`config.mk`:
```
export PLATFORM = sky130hd
export DESIGN_NAME = alu_pipe_flat
export DESIGN_NICKNAME = d
export VERILOG_FILES = /design/src/rtl/alu_pipe_if.sv /design/src/rtl/alu_pipe.sv /design/src/flat_wrapper.sv
export SDC_FILE = /design/constraint.sdc
export NUM_CORES = 1
export LEC_CHECK = 0
export ABC_AREA = 1
export CELL_PAD_IN_SITES_DETAIL_PLACEMENT = 2
export CELL_PAD_IN_SITES_GLOBAL_PLACEMENT = 2
export CORE_MARGIN = 2
export CORE_UTILIZATION = 28
export DETAILED_ROUTE_END_ITERATION = 8
export HOLD_SLACK_MARGIN = 0.02
export MAX_ROUTING_LAYER = met4
export PLACE_DENSITY = 0.74
export SYNTH_ARGS = -nofsm -noshare
export SYNTH_HDL_FRONTEND = slang
export SYNTH_SLANG_ARGS = --single-unit
```
`constraint.sdc`:
```
create_clock -name clk -period 1.7 [get_ports clk]
set_clock_uncertainty 0.05 [all_clocks]
set_input_delay 0.17 -clock clk [delete_from_list [all_inputs] [get_ports clk]]
set_output_delay 0.17 -clock clk [all_outputs]
set_load 0.05 [all_outputs]
```
`src/rtl/alu_pipe_if.sv`:
```
// Operand/result handshake bundle for alu_pipe.
// The slave modport is the ALU side; the master modport is the source/writeback side.
interface alu_pipe_if #(
  parameter int WIDTH = 8
);
  logic             in_valid;
  logic             in_ready;
  logic [WIDTH-1:0] in_a;
  logic [WIDTH-1:0] in_b;
  logic [2:0]       in_op;
  logic             out_valid;
  logic             out_ready;
  logic [WIDTH-1:0] out_res;
  logic             out_carry;
  logic             out_zero;
  logic             out_neg;
  logic             out_ovf;

  modport slave (
    input  in_valid, in_a, in_b, in_op, out_ready,
    output in_ready, out_valid, out_res, out_carry, out_zero, out_neg, out_ovf
  );

  modport master (
    output in_valid, in_a, in_b, in_op, out_ready,
    input  in_ready, out_valid, out_res, out_carry, out_zero, out_neg, out_ovf
  );
endinterface

```
`src/rtl/alu_pipe.sv`:
```
// Two-stage pipelined WIDTH-bit ALU with carry/zero/neg/ovf flags and a wrapping delivered-result counter.
// Optional macro ALU_PIPE_BARREL_SHIFT_EN: SHL/SHR shift by in_b[$clog2(WIDTH)-1:0] instead of by one.
module alu_pipe #(
  parameter int WIDTH = 8,
  parameter int CNT_W = 16
) (
  input  logic             clk,
  input  logic             rst_n,
  alu_pipe_if.slave        bus,
  output logic [CNT_W-1:0] res_count
);

  localparam logic [2:0] OP_ADD = 3'b000;
  localparam logic [2:0] OP_SUB = 3'b001;
  localparam logic [2:0] OP_AND = 3'b010;
  localparam logic [2:0] OP_OR  = 3'b011;
  localparam logic [2:0] OP_XOR = 3'b100;
  localparam logic [2:0] OP_SHL = 3'b101;
  localparam logic [2:0] OP_SHR = 3'b110;
  localparam logic [2:0] OP_NOT = 3'b111;

  // Handshake: a beat moves on a rising edge only when valid && ready are both high on that
  // side; valid never depends on ready, and ready depends only on registered state and out_ready.
  logic             s1_valid;
  logic [WIDTH-1:0] s1_a;
  logic [WIDTH-1:0] s1_b;
  logic [2:0]       s1_op;

  logic             s2_valid;
  logic [WIDTH-1:0] s2_res;
  logic             s2_carry;
  logic             s2_zero;
  logic             s2_neg;
  logic             s2_ovf;

  logic             s2_adv;
  logic [WIDTH:0]   sum;
  logic [WIDTH-1:0] res;
  logic             carry;
  logic             ovf;

  assign s2_adv       = !s2_valid || bus.out_ready;
  assign bus.in_ready = !s1_valid || s2_adv;

`ifdef ALU_PIPE_BARREL_SHIFT_EN
  localparam int SH_W = $clog2(WIDTH);
  logic [SH_W-1:0]    shamt;
  logic [2*WIDTH-1:0] wide;
  assign shamt = s1_b[SH_W-1:0];
`endif

  always_comb begin
    sum   = '0;
    res   = '0;
    carry = 1'b0;
    ovf   = 1'b0;
`ifdef ALU_PIPE_BARREL_SHIFT_EN
    wide  = '0;
`endif
    unique case (s1_op)
      OP_ADD: begin
        sum   = {1'b0, s1_a} + {1'b0, s1_b};
        res   = sum[WIDTH-1:0];
        carry = sum[WIDTH];
        ovf   = (s1_a[WIDTH-1] == s1_b[WIDTH-1]) && (res[WIDTH-1] != s1_a[WIDTH-1]);
      end
      OP_SUB: begin
        // The extra top bit of the widened difference is the borrow.
        sum   = {1'b0, s1_a} - {1'b0, s1_b};
        res   = sum[WIDTH-1:0];
        carry = sum[WIDTH];
        ovf   = (s1_a[WIDTH-1] != s1_b[WIDTH-1]) && (res[WIDTH-1] != s1_a[WIDTH-1]);
      end
      OP_AND: res = s1_a & s1_b;
      OP_OR:  res = s1_a | s1_b;
      OP_XOR: res = s1_a ^ s1_b;
`ifdef ALU_PIPE_BARREL_SHIFT_EN
      // Shifting in a double-width word leaves the last bit shifted out next to the result.
      OP_SHL: begin
        wide  = {{WIDTH{1'b0}}, s1_a} << shamt;
        res   = wide[WIDTH-1:0];
        carry = wide[WIDTH];
      end
      OP_SHR: begin
        wide  = {s1_a, {WIDTH{1'b0}}} >> shamt;
        res   = wide[2*WIDTH-1:WIDTH];
        carry = wide[WIDTH-1];
      end
`else
      OP_SHL: begin
        res   = {s1_a[WIDTH-2:0], 1'b0};
        carry = s1_a[WIDTH-1];
      end
      OP_SHR: begin
        res   = {1'b0, s1_a[WIDTH-1:1]};
        carry = s1_a[0];
      end
`endif
      OP_NOT: res = ~s1_a;
      default: res = '0;
    endcase
  end

  always_ff @(posedge clk or negedge rst_n) begin
    if (!rst_n) begin
      s1_valid <= 1'b0;
      s1_a     <= '0;
      s1_b     <= '0;
      s1_op    <= '0;
    end else if (bus.in_ready) begin
      s1_valid <= bus.in_valid;
      if (bus.in_valid) begin
        s1_a  <= bus.in_a;
        s1_b  <= bus.in_b;
        s1_op <= bus.in_op;
      end
    end
  end

  always_ff @(posedge clk or negedge rst_n) begin
    if (!rst_n) begin
      s2_valid <= 1'b0;
      s2_res   <= '0;
      s2_carry <= 1'b0;
      s2_zero  <= 1'b0;
      s2_neg   <= 1'b0;
      s2_ovf   <= 1'b0;
    end else if (s2_adv) begin
      s2_valid <= s1_valid;
      if (s1_valid) begin
        s2_res   <= res;
        s2_carry <= carry;
        s2_zero  <= (res == '0);
        s2_neg   <= res[WIDTH-1];
        s2_ovf   <= ovf;
      end
    end
  end

  always_ff @(posedge clk or negedge rst_n) begin
    if (!rst_n) begin
      res_count <= '0;
    end else if (s2_valid && bus.out_ready) begin
      res_count <= res_count + 1'b1;
    end
  end

  assign bus.out_valid = s2_valid;
  assign bus.out_res   = s2_res;
  assign bus.out_carry = s2_carry;
  assign bus.out_zero  = s2_zero;
  assign bus.out_neg   = s2_neg;
  assign bus.out_ovf   = s2_ovf;

endmodule

```
`src/flat_wrapper.sv`:
```
// flat-port wrapper written by rule: the top's interface ports become plain ports
module alu_pipe_flat 
#(
  parameter int WIDTH = 8,
  parameter int CNT_W = 16
)
  (clk, rst_n, res_count, bus_in_valid, bus_in_a, bus_in_b, bus_in_op, bus_out_ready, bus_in_ready, bus_out_valid, bus_out_res, bus_out_carry, bus_out_zero, bus_out_neg, bus_out_ovf);
  alu_pipe_if #(.WIDTH(WIDTH)) bus_i ();
  input  logic clk;
  input  logic rst_n;
  output logic [CNT_W-1:0] res_count;
  input wire logic [$bits(bus_i.in_valid)-1:0] bus_in_valid;
  input wire logic [$bits(bus_i.in_a)-1:0] bus_in_a;
  input wire logic [$bits(bus_i.in_b)-1:0] bus_in_b;
  input wire logic [$bits(bus_i.in_op)-1:0] bus_in_op;
  input wire logic [$bits(bus_i.out_ready)-1:0] bus_out_ready;
  output wire logic [$bits(bus_i.in_ready)-1:0] bus_in_ready;
  output wire logic [$bits(bus_i.out_valid)-1:0] bus_out_valid;
  output wire logic [$bits(bus_i.out_res)-1:0] bus_out_res;
  output wire logic [$bits(bus_i.out_carry)-1:0] bus_out_carry;
  output wire logic [$bits(bus_i.out_zero)-1:0] bus_out_zero;
  output wire logic [$bits(bus_i.out_neg)-1:0] bus_out_neg;
  output wire logic [$bits(bus_i.out_ovf)-1:0] bus_out_ovf;
  assign bus_i.in_valid = bus_in_valid;
  assign bus_i.in_a = bus_in_a;
  assign bus_i.in_b = bus_in_b;
  assign bus_i.in_op = bus_in_op;
  assign bus_i.out_ready = bus_out_ready;
  assign bus_in_ready = bus_i.in_ready;
  assign bus_out_valid = bus_i.out_valid;
  assign bus_out_res = bus_i.out_res;
  assign bus_out_carry = bus_i.out_carry;
  assign bus_out_zero = bus_i.out_zero;
  assign bus_out_neg = bus_i.out_neg;
  assign bus_out_ovf = bus_i.out_ovf;
  alu_pipe #(.WIDTH(WIDTH), .CNT_W(CNT_W)) u_core (.clk(clk), .rst_n(rst_n), .bus(bus_i), .res_count(res_count));
endmodule
```
==> results of run 1 <==
[what timing repair did]
action / 4_1_cts / 5_1_grt
hold buffers: 1 / 0
resized for setup: 77 / 42
endpoints found under the setup margin: 13 / 16
setup buffers: 6 / 11
pin swaps: 19 / 27
cloned: 0 / 0
endpoints found under the hold margin: 14 / 0
[cells in the final DEF (no fill, tap or decap), types with 2 or more instances in the layout]
cell and n:
sky130_fd_sc_hd__clkdlybuf4s50_1 21, sky130_fd_sc_hd__xnor2_1 7, sky130_fd_sc_hd__inv_2 22, sky130_fd_sc_hd__fa_2 2, sky130_fd_sc_hd__nor2_1 40, sky130_fd_sc_hd__clkbuf_16 5, sky130_fd_sc_hd__nand3_2 11, sky130_fd_sc_hd__a21oi_4 2
sky130_fd_sc_hd__inv_1 31, sky130_fd_sc_hd__nand2_2 16, sky130_fd_sc_hd__dfrtp_1 39, sky130_fd_sc_hd__o211ai_1 2, sky130_fd_sc_hd__nor2_2 10, sky130_fd_sc_hd__inv_4 4, sky130_fd_sc_hd__nand3_1 29, sky130_fd_sc_hd__a31oi_1 4
sky130_fd_sc_hd__nor2_4 9, sky130_fd_sc_hd__dfrtp_2 9, sky130_fd_sc_hd__xor2_1 9, sky130_fd_sc_hd__ha_1 9, sky130_fd_sc_hd__nand3_4 2, sky130_fd_sc_hd__ha_4 10, sky130_fd_sc_hd__inv_6 2, sky130_fd_sc_hd__buf_12 5
sky130_fd_sc_hd__nand2_4 2, sky130_fd_sc_hd__xor2_2 2, sky130_fd_sc_hd__nand4_1 11, sky130_fd_sc_hd__buf_6 4, sky130_fd_sc_hd__buf_4 131, sky130_fd_sc_hd__o21ai_1 10, sky130_fd_sc_hd__ha_2 6, sky130_fd_sc_hd__o21ai_0 12
sky130_fd_sc_hd__a21oi_2 4, sky130_fd_sc_hd__a21oi_1 23, sky130_fd_sc_hd__nand2_1 88
[worst max path at each step]
stage | endpoint | slack, ns | depth (start not counted)
finish | u_core.bus.out_carry | -0.42 | 10
global placement | u_core.bus.out_zero | -0.29 | 11
global route | u_core.bus.out_zero | -0.54 | 11
CTS | u_core.bus.out_zero | -0.34 | 12
floorplan | u_core.bus.out_zero | -0.08 | 15
detailed placement | u_core.bus.out_zero | -0.40 | 12
[per-stage QoR]
step                      total power [mW]  setup WS (ns)  area, sq um
after detailed placement              5.30         -0.399         4720
after global routing                  7.49         -0.540         5420
after global placement                5.07         -0.287         4720
final                                 7.15         -0.422         5420
after floorplan                       3.69        -0.0808         3430
after CTS                             6.79         -0.336         5220
[worst max-delay path: stages, from the launching register on]
cell	delay, ns
sky130_fd_sc_hd__dfrtp_2	0.45
sky130_fd_sc_hd__ha_2	0.21
sky130_fd_sc_hd__fa_2	0.42
sky130_fd_sc_hd__nand4_1	0.19
sky130_fd_sc_hd__nand3_2	0.10
sky130_fd_sc_hd__nand3_1	0.09
sky130_fd_sc_hd__o21ai_0	0.09
sky130_fd_sc_hd__o21ai_1	0.13
sky130_fd_sc_hd__nand3_1	0.12
sky130_fd_sc_hd__nand2_1	0.11
sky130_fd_sc_hd__nand2_1	0.05
[final cells by class]
class | instances | area [sq um]
multi-input cells | 333 | 2290
inverters | 58 | 233
clock buffers | 6 | 139
repair buffers | 163 | 1350
fillers | 1294 | 6150
well taps | 143 | 179
clock inverters | 2 | 13.8
flip-flops and latches | 48 | 1210
[registers in the layout (all words and copies together) (netlist names)]
| name | flops |
|---|---|
| u_core.s1_op | 3 |
| u_core.s1_b | 8 |
| u_core.s1_valid | 1 |
| u_core.bus.out_zero | 1 |
| u_core.bus.out_neg | 1 |
| u_core.bus.out_res | 7 |
| u_core.s1_a | 8 |
| u_core.bus.out_valid | 1 |
| u_core.bus.out_carry | 1 |
| u_core.res_count | 16 |
| u_core.bus.out_ovf | 1 |
[routing by layer]
layer / GRT usage [%] / vias to the layer above / routed length, um
met2: 49.5 / 74 / 9390
met4: 10.7 / 0 / 446
met1: 33.0 / 1981 / 7200
li1: - / 1761 / -
met5: - / - / 0
met3: 3.91 / 24 / 471
[cells by family after synthesis]
| family | Yosys count | synth area share, % |
|---|---|---|
| AND/OR/NAND/NOR | 228 | 30.2 |
| XOR/XNOR | 19 | 4.97 |
| buffers and inverters | 72 | 8.90 |
| flip-flops | 48 | 35.9 |
| AO/OA/AOI/OAI | 59 | 9.46 |
| adder cells (fa/ha/maj) | 27 | 10.5 |
[power by group]
part / internal [mW] / switching (mW)
clock: 0.591 / 0.506
sequential: 1.41 / 0.261
combinational: 1.69 / 2.69
total: 3.69 / 3.46
==> impl_metrics.prom, run 1 <==
# TYPE chip_impl_metric gauge
chip_impl_metric{name="vias",unit=""} 3840
chip_impl_info{name="critical_path.reg2reg.startpoint",value="u_core.s1_b[0]"} 1
chip_impl_metric{name="number_of_rows_in_the_core_area",unit=""} 39
chip_impl_metric{name="timing.reg2reg.worst_path_depth",unit=""} 10
chip_impl_metric{name="tns",unit="ns"} -2.87
chip_impl_metric{name="io_buffers",unit=""} 52
chip_impl_metric{name="count_of_unresolved_drc_violations_after_routing",unit=""} 0
chip_impl_metric{name="clock_latency",unit="ns"} 0.31
chip_impl_metric{name="drive_above_1_share",unit="%"} 44.4
chip_impl_metric{name="core_area",unit="sq um"} 11600
chip_impl_metric{name="via_count_of_the_first_global_routing_pass",unit=""} 4494
chip_impl_metric{name="worst_r2r_setup_slack",unit="ns"} -0.42
chip_impl_metric{name="final-hold-violation-count",unit=""} 0
chip_impl_info{name="worst_setup_path_start_kind",value="flip-flop"} 1
chip_impl_metric{name="utilization",unit="%"} 46.8
chip_impl_info{name="synth.top_cells.by_area",value="sky130_fd_sc_hd__dfrtp_1, sky130_fd_sc_hd__nand2_1, sky130_fd_sc_hd__ha_1, sky130_fd_sc_hd__nor2_1, sky130_fd_sc_hd__nand3_1"} 1
chip_impl_metric{name="overflow",unit=""} 0
chip_impl_metric{name="tightestPinTransition",unit="ns"} 0.390
chip_impl_info{name="hold_class",value="in2async"} 1
chip_impl_info{name="status",value="complete, but fails checks"} 1
chip_impl_metric{name="synth_area",unit="sq um"} 3350
chip_impl_metric{name="finalCriticalPeriod",unit="ns"} 2.12
chip_impl_info{name="root_buffer",value="sky130_fd_sc_hd__clkbuf_16"} 1
chip_impl_metric{name="yosys_register_bits",unit=""} 48
chip_impl_info{name="timing.critical_path.from",value="u_core.s1_b[0]"} 1
chip_impl_metric{name="synth_edf_count",unit=""} 0
chip_impl_metric{name="final-instance-count-excl-fill",unit=""} 753
chip_impl_metric{name="die_w",unit="um"} 113
chip_impl_metric{name="die-height",unit="um"} 113
chip_impl_metric{name="floorplan.io_pins",unit=""} 53
chip_impl_metric{name="clk_pin_slew",unit="ns"} 0.07
chip_impl_metric{name="synthesis.nets",unit=""} 503
chip_impl_metric{name="setup_ws",unit="ns"} -0.422
chip_impl_metric{name="slew_viol_final",unit=""} 0
chip_impl_info{name="setup_repair_after_global_routing_missed_its_margin",value="yes"} 1
chip_impl_metric{name="power.ir.vdd_worst",unit="uV"} 1000
chip_impl_metric{name="tritoncts.num_buffers",unit=""} 5
chip_impl_metric{name="worst_ep_arrival_time",unit="ns"} 2.27
chip_impl_metric{name="placed_cells_incl_taps",unit=""} 728
chip_impl_metric{name="grt_pass1_wl",unit="mm"} 26.6
chip_impl_metric{name="synth.distinct_cells",unit=""} 33
chip_impl_metric{name="place.gp.congestion",unit=""} 0.838
chip_impl_metric{name="yosys.area.top_type_share",unit="%"} 35.9
chip_impl_metric{name="synthesis.yosys.warnings",unit=""} 0
chip_impl_metric{name="nNetsFinal",unit=""} 659
chip_impl_metric{name="drt-initial-drc-count",unit=""} 156
chip_impl_metric{name="floorplan.die_area",unit="sq um"} 12800
chip_impl_metric{name="worst-endpoint-required",unit="ns"} 1.85
chip_impl_metric{name="power.leakage",unit="nW"} 2.66
chip_impl_metric{name="slew_headroom",unit="%"} 74.0
chip_impl_info{name="yosys.cell_count.top_type",value="sky130_fd_sc_hd__nand2_1"} 1
chip_impl_metric{name="share_of_flip_flops_with_an_asynchronous_set_or_reset_after_synthesis",unit="%"} 100
chip_impl_info{name="post-synth-top-area-cell",value="sky130_fd_sc_hd__dfrtp_1"} 1
chip_impl_metric{name="powerDensity",unit="nW/um^2"} 1320
chip_impl_metric{name="antenna_found_initial",unit=""} 0
chip_impl_metric{name="grt_resource_usage_total",unit="%"} 28.3
chip_impl_info{name="top_flip_flop_cell_by_instance_count_after_synthesis",value="sky130_fd_sc_hd__dfrtp_1"} 1
chip_impl_metric{name="htree_num_levels",unit=""} 2
chip_impl_metric{name="fin_hold_ws",unit="ns"} 0.270
chip_impl_info{name="tritoncts",value="yes"} 1
chip_impl_metric{name="cts-root-to-sink-buffers",unit=""} 2
chip_impl_info{name="type_of_the_worst_setup_path",value="reg2reg"} 1
chip_impl_info{name="worstReg2RegEnd",value="u_core.bus.out_carry"} 1
chip_impl_metric{name="cts_sinks",unit=""} 48
chip_impl_metric{name="syn_to_final_growth",unit="%"} 61.9
chip_impl_metric{name="first_pass_iters",unit=""} 4
chip_impl_metric{name="grt_max_degree",unit=""} 40
chip_impl_info{name="critPathCaptureType",value="flip-flop"} 1
chip_impl_metric{name="ys_seq_area_share",unit="%"} 35.9
chip_impl_metric{name="place_hpwl",unit="mm"} 11.2
chip_impl_metric{name="antennaDiodeCount",unit=""} 0
chip_impl_metric{name="syn_area_per_cell",unit="sq um"} 7.39
chip_impl_metric{name="maxCapViolCount",unit=""} 0
chip_impl_info{name="failed_checks",value="setup timing"} 1
chip_impl_metric{name="routed_wire_length_per_instance",unit="um"} 23.3
chip_impl_metric{name="final_antenna_net_count",unit=""} 0
chip_impl_metric{name="drt_wl_total",unit="mm"} 17.5
chip_impl_metric{name="setup_violations",unit=""} 11
chip_impl_metric{name="route.detailed.vias_per_inst",unit=""} 5.10
chip_impl_metric{name="synthesis.instances",unit=""} 453
chip_impl_metric{name="initial_core_utilization",unit="%"} 28.9
chip_impl_metric{name="fin_crit_sh",unit="%"} 125
chip_impl_metric{name="timing.fmax",unit="MHz"} 471
chip_impl_metric{name="crit_path_max_fanout",unit=""} 3
chip_impl_info{name="post_synth_most_frequent_cells",value="sky130_fd_sc_hd__nand2_1, sky130_fd_sc_hd__nor2_1, sky130_fd_sc_hd__inv_1"} 1
No activity file was read; power rests on OpenSTA's default activity.
==> inputs of run 2 (changes only) <==
Settings changed: CTS_CLUSTER_SIZE from default to 28, RECOVER_POWER from default to 25.
==> impl_metrics.prom, run 2 (synthesized netlist as in run 1, its figures left out) <==
# TYPE chip_impl_metric gauge
chip_impl_metric{name="setup_ws",unit="ns"} -0.421
chip_impl_metric{name="worst-endpoint-required",unit="ns"} 1.85
chip_impl_metric{name="nNetsFinal",unit=""} 659
chip_impl_metric{name="overflow",unit=""} 0
chip_impl_metric{name="routed_wire_length_per_instance",unit="um"} 23.2
chip_impl_metric{name="cts_sinks",unit=""} 48
chip_impl_metric{name="final-hold-violation-count",unit=""} 0
chip_impl_info{name="worst_setup_path_start_kind",value="flip-flop"} 1
chip_impl_metric{name="finalCriticalPeriod",unit="ns"} 2.12
chip_impl_info{name="timing.hold.worst.start",value="bus_in_b[4]"} 1
chip_impl_info{name="setup_repair_after_global_routing_missed_its_margin",value="yes"} 1
chip_impl_metric{name="die_w",unit="um"} 113
chip_impl_metric{name="via_count_of_the_first_global_routing_pass",unit=""} 4494
chip_impl_metric{name="timing.reg2reg.worst_path_depth",unit=""} 10
chip_impl_metric{name="place.gp.congestion",unit=""} 0.838
chip_impl_metric{name="power.ir.vdd_worst",unit="uV"} 998
chip_impl_info{name="status",value="complete, but fails checks"} 1
chip_impl_metric{name="io_buffers",unit=""} 52
chip_impl_info{name="root_buffer",value="sky130_fd_sc_hd__clkbuf_16"} 1
chip_impl_metric{name="tritoncts.num_buffers",unit=""} 5
chip_impl_info{name="critical_path.reg2reg.startpoint",value="u_core.s1_b[0]"} 1
chip_impl_metric{name="fin_crit_sh",unit="%"} 125
chip_impl_metric{name="cts-root-to-sink-buffers",unit=""} 2
chip_impl_metric{name="report.power.total",unit="mW"} 7.15
chip_impl_metric{name="die-height",unit="um"} 113
chip_impl_metric{name="first_pass_iters",unit=""} 4
chip_impl_metric{name="final_antenna_net_count",unit=""} 0
chip_impl_metric{name="slew_viol_final",unit=""} 0
chip_impl_metric{name="drt-initial-drc-count",unit=""} 164
chip_impl_metric{name="clk_pin_slew",unit="ns"} 0.07
chip_impl_metric{name="grt_resource_usage_total",unit="%"} 28.3
chip_impl_info{name="largest-register",value="u_core.res_count"} 1
chip_impl_metric{name="largest_register_ffs",unit=""} 16
chip_impl_info{name="layout.cells.most_common",value="sky130_fd_sc_hd__buf_4"} 1
chip_impl_info{name="timing.critical_path.from",value="u_core.s1_b[0]"} 1
chip_impl_metric{name="worst_hold_depth",unit=""} 3
chip_impl_metric{name="drive_above_1_share",unit="%"} 44.1
chip_impl_info{name="largest_registers",value="u_core.res_count: 16 flops, u_core.s1_a: 8 flops, u_core.s1_b: 8 flops"} 1
chip_impl_info{name="failed_checks",value="setup timing"} 1
chip_impl_metric{name="powerDensity",unit="nW/um^2"} 1320
chip_impl_metric{name="maxCapViolCount",unit=""} 0
chip_impl_metric{name="place_hpwl",unit="mm"} 11.2
chip_impl_metric{name="timing.fmax",unit="MHz"} 472
chip_impl_metric{name="route.detailed.vias_per_inst",unit=""} 5.11
chip_impl_metric{name="fillCellCount",unit=""} 1296
chip_impl_metric{name="core_area",unit="sq um"} 11600
chip_impl_metric{name="antennaDiodeCount",unit=""} 0
chip_impl_metric{name="floorplan.die_area",unit="sq um"} 12800
chip_impl_info{name="critPathCaptureType",value="flip-flop"} 1
chip_impl_metric{name="grt_max_degree",unit=""} 40
chip_impl_metric{name="floorplan.io_pins",unit=""} 53
chip_impl_metric{name="crit_path_max_fanout",unit=""} 3
chip_impl_metric{name="syn_to_final_growth",unit="%"} 61.5
chip_impl_metric{name="setup_violations",unit=""} 12
chip_impl_metric{name="tns",unit="ns"} -2.89
chip_impl_metric{name="htree_num_levels",unit=""} 2
chip_impl_metric{name="clock_latency",unit="ns"} 0.31
chip_impl_metric{name="initial_core_utilization",unit="%"} 28.9
chip_impl_metric{name="count_of_unresolved_drc_violations_after_routing",unit=""} 0
chip_impl_metric{name="grt_pass1_wl",unit="mm"} 26.6
chip_impl_metric{name="antenna_found_initial",unit=""} 0
chip_impl_metric{name="dpl_worst_slack",unit="ns"} -0.399
chip_impl_metric{name="worst_ep_arrival_time",unit="ns"} 2.27
chip_impl_metric{name="power.leakage",unit="nW"} 2.65
chip_impl_info{name="tritoncts",value="yes"} 1
chip_impl_metric{name="tightestPinTransition",unit="ns"} 0.896
chip_impl_info{name="type_of_the_worst_setup_path",value="reg2reg"} 1
chip_impl_metric{name="drt_wl_total",unit="mm"} 17.5
chip_impl_metric{name="slew_headroom",unit="%"} 40.3
chip_impl_metric{name="number_of_rows_in_the_core_area",unit=""} 39
chip_impl_info{name="hold_class",value="in2reg"} 1
chip_impl_info{name="most_frequent_cells_in_the_layout",value="sky130_fd_sc_hd__buf_4, sky130_fd_sc_hd__nand2_1, sky130_fd_sc_hd__nor2_1, sky130_fd_sc_hd__dfrtp_1, sky130_fd_sc_hd__inv_1"} 1
chip_impl_metric{name="vias",unit=""} 3848
## run 2: worst paths after layout
kind / end / slack, ns
worst max-delay path: u_core.bus.out_carry / -0.42
worst min-delay path: u_core.s1_b[4] / 0.40
worst max register to register: u_core.bus.out_carry / -0.42
worst min register to register: u_core.res_count[15] / 0.43
max in group asynchronous: u_core.res_count[0] / 0.28
min in group asynchronous: u_core.s1_a[0] / 0.46
## run 2: power by group
group	total (mW)	switching (mW)	leakage (nW)	internal (mW)
Combinational	4.38	2.69	2.00	1.69
Clock	1.10	0.506	0.0772	0.591
Sequential	1.67	0.260	0.572	1.41
## run 2: stage by stage
stage / hold slack [ns] / cells / instance area [sq um] / util (%)
5_1_grt: 0.412 / 753 / 5410 / 46.7
4_1_cts: 0.269 / 743 / 5220 / 45.1
2_1_floorplan: -0.176 / 453 / 3430 / -
6_report: 0.400 / 753 / 5410 / 46.7
3_5_place_dp: 0.0714 / 728 / 4720 / 40.9
3_3_place_gp: 0.0608 / 728 / 4720 / 40.9
## run 2: routing by layer
metal | vias to the layer above | global-route usage [%] | wire length (um)
met5 | - | - | 0
li1 | 1762 | - | -
met3 | 26 | 3.91 | 515
met1 | 1982 | 33.0 | 7140
met4 | 0 | 10.7 | 457
met2 | 78 | 49.5 | 9390
## run 2: layout make-up
class	instances	area (sq um)	share of cell area, %
clock inverters	2	13.8	0.255
repair buffers	163	1340	24.9
flip-flops and latches	48	1210	22.4
well taps	143	179	3.31
clock buffers	6	139	2.57
multi-input cells	333	2280	42.3
inverters	58	233	4.31
## run 2: worst max-delay path: stages, from the launching register on
cell                      delay [ns]
sky130_fd_sc_hd__dfrtp_2        0.45
sky130_fd_sc_hd__ha_2           0.21
sky130_fd_sc_hd__fa_2           0.42
sky130_fd_sc_hd__nand4_1        0.19
sky130_fd_sc_hd__nand3_2        0.10
sky130_fd_sc_hd__nand3_1        0.09
sky130_fd_sc_hd__o21ai_0        0.09
sky130_fd_sc_hd__o21ai_1        0.13
sky130_fd_sc_hd__nand3_1        0.12
sky130_fd_sc_hd__nand2_1        0.11
sky130_fd_sc_hd__nand2_1        0.05
## run 2: repair_timing
item,in CTS,in global routing
pin swaps,19,27
endpoints found under the hold margin,14,0
buffers inserted,6,11
setup endpoints to repair,13,16
hold buffers,1,0
gates resized for setup,77,42
